### src/rtl/seq_scan_arbiter.sv
// Two-requester round-robin front end for a serial MSB-first "00" run detector.
// Optional abort input enabled by defining SEQ_SCAN_ABORT_EN.
module seq_scan_arbiter #(
  parameter int WIDTH = 8,
  parameter int CNT_W = 4
) (
  input  logic             clk,
  input  logic             rst_n,
`ifdef SEQ_SCAN_ABORT_EN
  input  logic             abort,
`endif
  input  logic [1:0]       req,
  input  logic [WIDTH-1:0] data0,
  input  logic [WIDTH-1:0] data1,
  output logic [1:0]       grant,
  output logic             busy,
  output logic             seq_out,
  output logic             seq_valid,
  output logic             done,
  output logic             owner,
  output logic [CNT_W-1:0] match_cnt
);

  localparam int BIT_W = $clog2(WIDTH);
  localparam logic [BIT_W-1:0] LAST_BIT = BIT_W'(WIDTH - 1);
  localparam logic [CNT_W-1:0] CNT_MAX  = '1;

  typedef enum logic [1:0] {
    S_IDLE  = 2'd0,
    S_SHIFT = 2'd1,
    S_DONE  = 2'd2
  } state_e;

  state_e             state_q, state_d;
  logic               ptr_q, ptr_d;
  logic [1:0]         grant_q, grant_d;
  logic               owner_q, owner_d;
  logic [CNT_W-1:0]   cnt_q, cnt_d;
  logic [WIDTH-1:0]   sreg_q, sreg_d;
  logic [BIT_W-1:0]   bitcnt_q, bitcnt_d;
  logic [1:0]         z_q, z_d;

  logic               abort_hit;
  logic               winner;
  logic               scan_bit;
  logic               last_bit;

`ifdef SEQ_SCAN_ABORT_EN
  assign abort_hit = abort;
`else
  assign abort_hit = 1'b0;
`endif

  assign winner   = req[ptr_q] ? ptr_q : ~ptr_q;
  assign scan_bit = sreg_q[WIDTH-1];
  assign last_bit = (bitcnt_q == LAST_BIT);

  // NOTE: sequential state uses non-blocking assignments so every flop samples
  // pre-edge values; blocking here would create order-dependent simulation races.
  always_ff @(posedge clk or negedge rst_n) begin
    if (!rst_n) begin
      state_q <= S_IDLE;
    end else begin
      state_q <= state_d;
    end
  end

  // NOTE: every variable assigned in a combinational block gets a default first,
  // otherwise an unassigned path holds its old value and infers a latch.
  always_comb begin
    state_d = state_q;
    unique case (state_q)
      S_IDLE:  if (|req) state_d = S_SHIFT;
      S_SHIFT: begin
        if (abort_hit)     state_d = S_IDLE;
        else if (last_bit) state_d = S_DONE;
      end
      S_DONE:  state_d = S_IDLE;
      default: state_d = S_IDLE;
    endcase
  end

  always_comb begin
    busy      = (state_q != S_IDLE);
    seq_valid = (state_q == S_SHIFT);
    done      = (state_q == S_DONE);
    seq_out   = seq_valid & scan_bit;
  end

  // Datapath next-state: arbitration, word capture and the zero-run detector.
  always_comb begin
    ptr_d    = ptr_q;
    grant_d  = 2'b00;
    owner_d  = owner_q;
    cnt_d    = cnt_q;
    sreg_d   = sreg_q;
    bitcnt_d = bitcnt_q;
    z_d      = z_q;
    unique case (state_q)
      S_IDLE: begin
        if (|req) begin
          sreg_d   = winner ? data1 : data0;
          owner_d  = winner;
          grant_d  = winner ? 2'b10 : 2'b01;
          cnt_d    = '0;
          z_d      = 2'd0;
          bitcnt_d = '0;
        end
      end
      S_SHIFT: begin
        if (abort_hit) begin
          ptr_d = ~owner_q;
        end else begin
          sreg_d   = {sreg_q[WIDTH-2:0], 1'b0};
          bitcnt_d = bitcnt_q + 1'b1;
          if (!scan_bit) begin
            // z counts the zeros seen in a row, capped at 2; any z>=1 means a new pair.
            if ((z_q != 2'd0) && (cnt_q != CNT_MAX)) cnt_d = cnt_q + 1'b1;
            z_d = (z_q == 2'd2) ? 2'd2 : z_q + 2'd1;
          end else begin
            z_d = 2'd0;
          end
        end
      end
      S_DONE: begin
        ptr_d = ~owner_q;
      end
      default: ;
    endcase
  end

  // NOTE: the shift register is a plain register, not a memory array, so it is
  // reset with everything else and seq_out is defined from the first cycle.
  always_ff @(posedge clk or negedge rst_n) begin
    if (!rst_n) begin
      ptr_q    <= 1'b0;
      grant_q  <= 2'b00;
      owner_q  <= 1'b0;
      cnt_q    <= '0;
      sreg_q   <= '0;
      bitcnt_q <= '0;
      z_q      <= 2'd0;
    end else begin
      ptr_q    <= ptr_d;
      grant_q  <= grant_d;
      owner_q  <= owner_d;
      cnt_q    <= cnt_d;
      sreg_q   <= sreg_d;
      bitcnt_q <= bitcnt_d;
      z_q      <= z_d;
    end
  end

  assign grant     = grant_q;
  assign owner     = owner_q;
  assign match_cnt = cnt_q;

endmodule
### config.mk
export PLATFORM = sky130hd
export DESIGN_NAME = seq_scan_arbiter
export DESIGN_NICKNAME = d
export VERILOG_FILES = /design/src/rtl/seq_scan_arbiter.sv
export SDC_FILE = /design/constraint.sdc
export NUM_CORES = 1
export LEC_CHECK = 0
export CORE_MARGIN = 5
export CORE_UTILIZATION = 40
export CTS_CLUSTER_DIAMETER = 100
export DETAILED_ROUTE_END_ITERATION = 7
export GPL_TIMING_DRIVEN = 0
export HOLD_SLACK_MARGIN = 0.08
export PLACE_DENSITY = 0.72
export SETUP_SLACK_MARGIN = 0.1
export SKIP_CTS_REPAIR_TIMING = 1
export SLEW_MARGIN = 10
export SYNTH_ARGS = -nofsm -noshare
export SYNTH_HDL_FRONTEND = slang
export SYNTH_SLANG_ARGS = --single-unit
### constraint.sdc
create_clock -name clk -period 4 [get_ports clk]
set_clock_uncertainty 0.1 [all_clocks]
set_input_delay 1 -clock clk [delete_from_list [all_inputs] [get_ports clk]]
set_output_delay 1 -clock clk [all_outputs]
set_load 0.01 [all_outputs]
# [Word level (Yosys, flattened, before mapping)]
# Index checks and enable logic that the tools add are counted.
[totals] elab_cells=56 in_bits=20 ff_bits=23
[op_classes] n_mux=22 n_lt_le_gt_ge=1 n_bitwise=3 eq_ne=9 add_sub_neg=3 reduce_logical=10
[ops] operator="$mux 2" n=8
[ops] operator="$mux 8" n=2
[ops] operator="$pmux 8 s2" n=1
[ops] operator="$mux 4" n=3
[ops] operator="$pmux 2 s2" n=2
[ops] operator="$pmux 4 s2" n=1
[ops] operator="$pmux 3 s2" n=1
[ops] operator="$reduce_and 2->1" n=3
[ops] operator="$reduce_bool 2->1" n=3
[ops] operator="$add 4x1->4 const B" n=1
[ops] operator="$eq 2x2->1 const B" n=2
[ops] operator="$ne 2x1->1 const B" n=2
[ops] operator="$ne 2x2->1 const B" n=2
[ops] operator="$ne 4x4->1 const B" n=1
[ops] operator="$reduce_and 4->1" n=1
[ops] operator="$add 3x1->3 const B" n=1
[ops] operator="$eq 3x3->1 const B" n=1
[ops] operator="$mux 1" n=3
[ops] operator="$mux 3" n=1
[ops] operator="$add 2x1->2 const B" n=1
[ops] operator="$eq 2x1->1 const B" n=1
[ops] operator="$logic_not 2->1" n=1
[ops] operator="$lt 1x2->1 const B" n=1
[ops] operator="$not 1->1" n=2
[ops] operator="other kinds (3)" n=3

# [Longest topological paths before layout]
[depth] ltp_word=6 depth_mapped=6 depth_no_buf=5

# [Worst setup path before layout]
# Ideal clock, no wire load.
[synth_path] path_type="reg2out" from="register state_q[1]" to="output port seq_out" t_arrival_ns=1.262 stages_incl_launch_ff=5 path_buffers=1 setup_slack_ns=1.638 path_cell_list="dfrtp_1 -> nand2b_1 -> inv_1 -> clkbuf_1 -> and2_1"
[synth_via] elab_chain_cells=2
[synth_rtl] item="start: declaration" line="34" text="state_e state_q, state_d;"
[synth_rtl] item="start signal: assignment" line="64" text="state_q <= state_d;"
[synth_rtl] item="$eq 2x1->1" line="85" text="seq_valid = (state_q == S_SHIFT);"
[synth_rtl] item="net seq_valid" line="18" text="output logic seq_valid,"
[synth_rtl] item="$and 1x1->1" line="87" text="seq_out = seq_valid & scan_bit;"
[synth_rtl] item="end: declaration" line="17" text="output logic seq_out,"
# The timed path passes the listed nets, and every way through them passes these cells.

# [Worst setup path in the final report]
[layout_path] from="register state_q[1]" to="output port seq_out"
[layout_via] elab_chain_cells=2
[layout_rtl] item="$eq 2x1->1" line="85"
[layout_rtl] item="$and 1x1->1" line="87"
# No other way between the ends.

==> summary.txt <==
Status -> finished clean
Drc violations -> 0
Clk pin slew, worst setup/hold paths -> 120 ps
Synthesized area -> 1150 sq um
Switching Power -> 0.385 mW
Cell variety after synth -> 30
First-pass GRT wire length -> 4550 um
DRT iter0 DRCs -> 36
Register Area -> 576 sq um
Mean Syn Cell Area -> 10.1 sq um
Core Area -> 2760 sq um
Arrival @ worst endpoint -> 2290 ps
Diode count -> 0
Drt first pass iters -> 5
Critical path class -> flip-flop to primary output
Combinational share of power -> 0.487
Max H-tree Level -> 1
Die Span Y -> 63.7 um
# rows -> 19
Final setup fails -> 0
MaxCap Viol Count -> 0
P_int -> 0.608 mW
Filler Cells Inserted -> 269
Clock tree buffer depth -> 2
CTS tree -> built
TritonCTS Buffers -> 3
Fin. Hold Viols -> 0
Largest net degree at the start of global routing -> 24
Highest metal used -> met4
Clk network pwr share -> 0.106
Reg power frac -> 0.407
Via count -> 1035
Post-synthesis mux area share -> 0.0260
Post-DP HPWL -> 2150 um
Worst-margin pin slew -> 1050 ps
Worst VDD drop -> 372 uV
Compound-Gate Fraction of Synth Area -> 0.191
Synth Instances -> 114
Final Util -> 0.551
DR WL/cell -> 16.0 um
DR WL met2 -> 1430 um
M1 wire length -> 1280 um
Total power -> 0.993 mW
Vias in the first global route -> 981
Starting Density -> 0.419
Synth Area in Simple Gates -> 0.199
Multi-input gate area -> 531 sq um
DR vias/cell -> 5.78
Switch share -> 0.388
Fin Hold WS -> 402 ps
Adder-Cell Fraction of Synth Area -> 0.0433
Final setup TNS -> 0 ps
Met3 wire length -> 125 um
DIE WIDTH -> 63.7 um
Die Area -> 4060 sq um
RSZ-0062 raised after global routing -> no
Worst relative slew slack -> 0.298
Area Overhead vs Synth -> 31.6%
Main combinational cell family by area after synthesis -> simple AND/OR/NAND/NOR gates
Clk sinks -> 23
Layout cells sized above 1 -> 0.0608
Routability Congestion -> 0.739
Total track usage -> 0.140
Total gr overflow -> 0
Post-Synth XOR/XNOR Area -> 0
Drt total wl -> 2860 um
CP Capture Type -> primary output
Pins Over Slew Limit -> 0
I/O Buffers -> 30
CP required -> 2900 ps
Clk root buf -> clkbuf_4
Tmin final -> 3390 ps
Num ports -> 31
Latest clock arrival within the worst-skew pair -> 310 ps
Final #Nets -> 173
Sequential-to-total area share from yosys stat -> 0.498
Syn nets -> 138
Antenna violations before repair -> 0
Synth Register Bits -> 23
P per Cell Area -> 653 nW/um^2
Hold WC Path Type -> flip-flop to flip-flop
CP startpoint kind -> flip-flop
Routed Antenna Nets -> 0
Max Fanout on Critical Path -> 10
Leakage -> 0.655 nW
Yosys warns -> 0
Max Clock Freq -> 295 MHz
Final worst-path cycle share -> 0.846
per-stage QoR:
stage          setup slack (ps)  std cells  area [sq um]
4_1_cts                     616        179          1520
2_1_floorplan              1640        114          1150
6_report                    615        179          1520
3_3_place_gp                982        175          1490
5_1_grt                     496        179          1520
3_5_place_dp                979        175          1490
power by group through the flow:
stage | registers, mW | clock network (mW) | logic (mW)
2_1_floorplan | 0.403 | 0 | 0.290
5_1_grt | 0.414 | 0.120 | 0.537
3_5_place_dp | 0.407 | 0 | 0.485
4_1_cts | 0.402 | 0.110 | 0.487
6_report | 0.404 | 0.105 | 0.483
3_3_place_gp | 0.401 | 0 | 0.463
final timing paths:
kind	start	end	slack (ps)	cells past startpoint
min in group asynchronous	rst_n	grant[1]$_DFF_PN0_	1140	1
hold reg to reg	sreg_q[6]$_DFFE_PN0P_	sreg_q[7]$_DFFE_PN0P_	400	2
max in group asynchronous	rst_n	match_cnt[1]$_DFFE_PN0P_	2010	1
setup reg to reg	z_q[0]$_DFFE_PN0P_	match_cnt[3]$_DFFE_PN0P_	2210	5
setup / recovery	state_q[1]$_DFFE_PN0P_	seq_out	610	5
hold / removal	sreg_q[6]$_DFFE_PN0P_	sreg_q[7]$_DFFE_PN0P_	400	2
area by class of cell:
cell class | instances | area share
Inverter | 6 | 0.0148
Timing Repair Buffer | 30 | 0.198
Sequential cell | 23 | 0.379
Buffer | 6 | 0.0173
Clock buffer | 4 | 0.0173
Tap cell | 31 | 0.0255
Multi-Input combinational cell | 79 | 0.349
layer usage:
metal | vias to the layer above | global-route usage
met5 | - | 0
met4 | 0 | 0.0519
met3 | 2 | 0.0385
met2 | 34 | 0.234
met1 | 505 | 0.174
li1 | 494 | -
logic make-up after synthesis:
group           after synthesis
buf+inv                      12
fa+ha+maj                     4
mux                           3
compound gates               31
flops                        23
simple gates                 41
worst max-delay path: stages, from the launching register on:
cell and delay (ps):
dfrtp_1 470, nand2b_1 260, inv_1 130, clkbuf_1 380
and2_1 200, clkdlybuf4s50_1 530
cell usage in the layout (no fill, tap or decap), drive strengths merged:
master,Yosys,layout
dfrtp,23,23
a2bb2oi,1,1
and2b,1,1
and2,4,4
a211oi,1,1
ha,4,4
a221o,1,1
nor3,1,1
o311ai,1,1
o21ai,13,13
a22o,2,2
nor2,3,3
nand2b,2,2
or3,1,1
buf,1,1
nand2,5,5
inv,6,6
clkdlybuf4s50,0,30
nand3,18,18
and3,1,1
a21oi,1,1
o221ai,2,2
o211ai,1,1
a32oi,7,7
or4b,1,1
or2,2,2
nor4b,1,1
o22ai,1,1
clkbuf,5,9
nor3b,1,1
mux2i,3,3
cell usage after synthesis:
cell type	count	area share
dfrtp_1	23	0.50
nand3_1	18	0.078
o21ai_0	13	0.056
a32oi_1	7	0.053
inv_1	6	0.020
clkbuf_1	5	0.016
nand2_1	5	0.016
and2_1	4	0.022
ha_1	4	0.043
mux2i_1	3	0.026
nor2_1	3	0.0098
a22o_1	2	0.015
nand2b_1	2	0.011
o221ai_1	2	0.015
or2_2	2	0.011
a211oi_2	1	0.011
a21oi_1	1	0.0043
a221o_1	1	0.0087
a2bb2oi_1	1	0.0076
and2b_1	1	0.0065
and3_1	1	0.0054
buf_4	1	0.0065
nor3_1	1	0.0043
nor3b_2	1	0.011
nor4b_1	1	0.0076
o211ai_1	1	0.0065
o22ai_1	1	0.0054
o311ai_0	1	0.0076
or3_1	1	0.0054
or4b_4	1	0.012
state kept, by name (all words and copies together) (netlist names):
register	flops
z_q	2
grant	2
bitcnt_q	3
sreg_q	8
owner	1
match_cnt	4
state_q	2
ptr_q	1
Power figures use the tool's default switching activity.
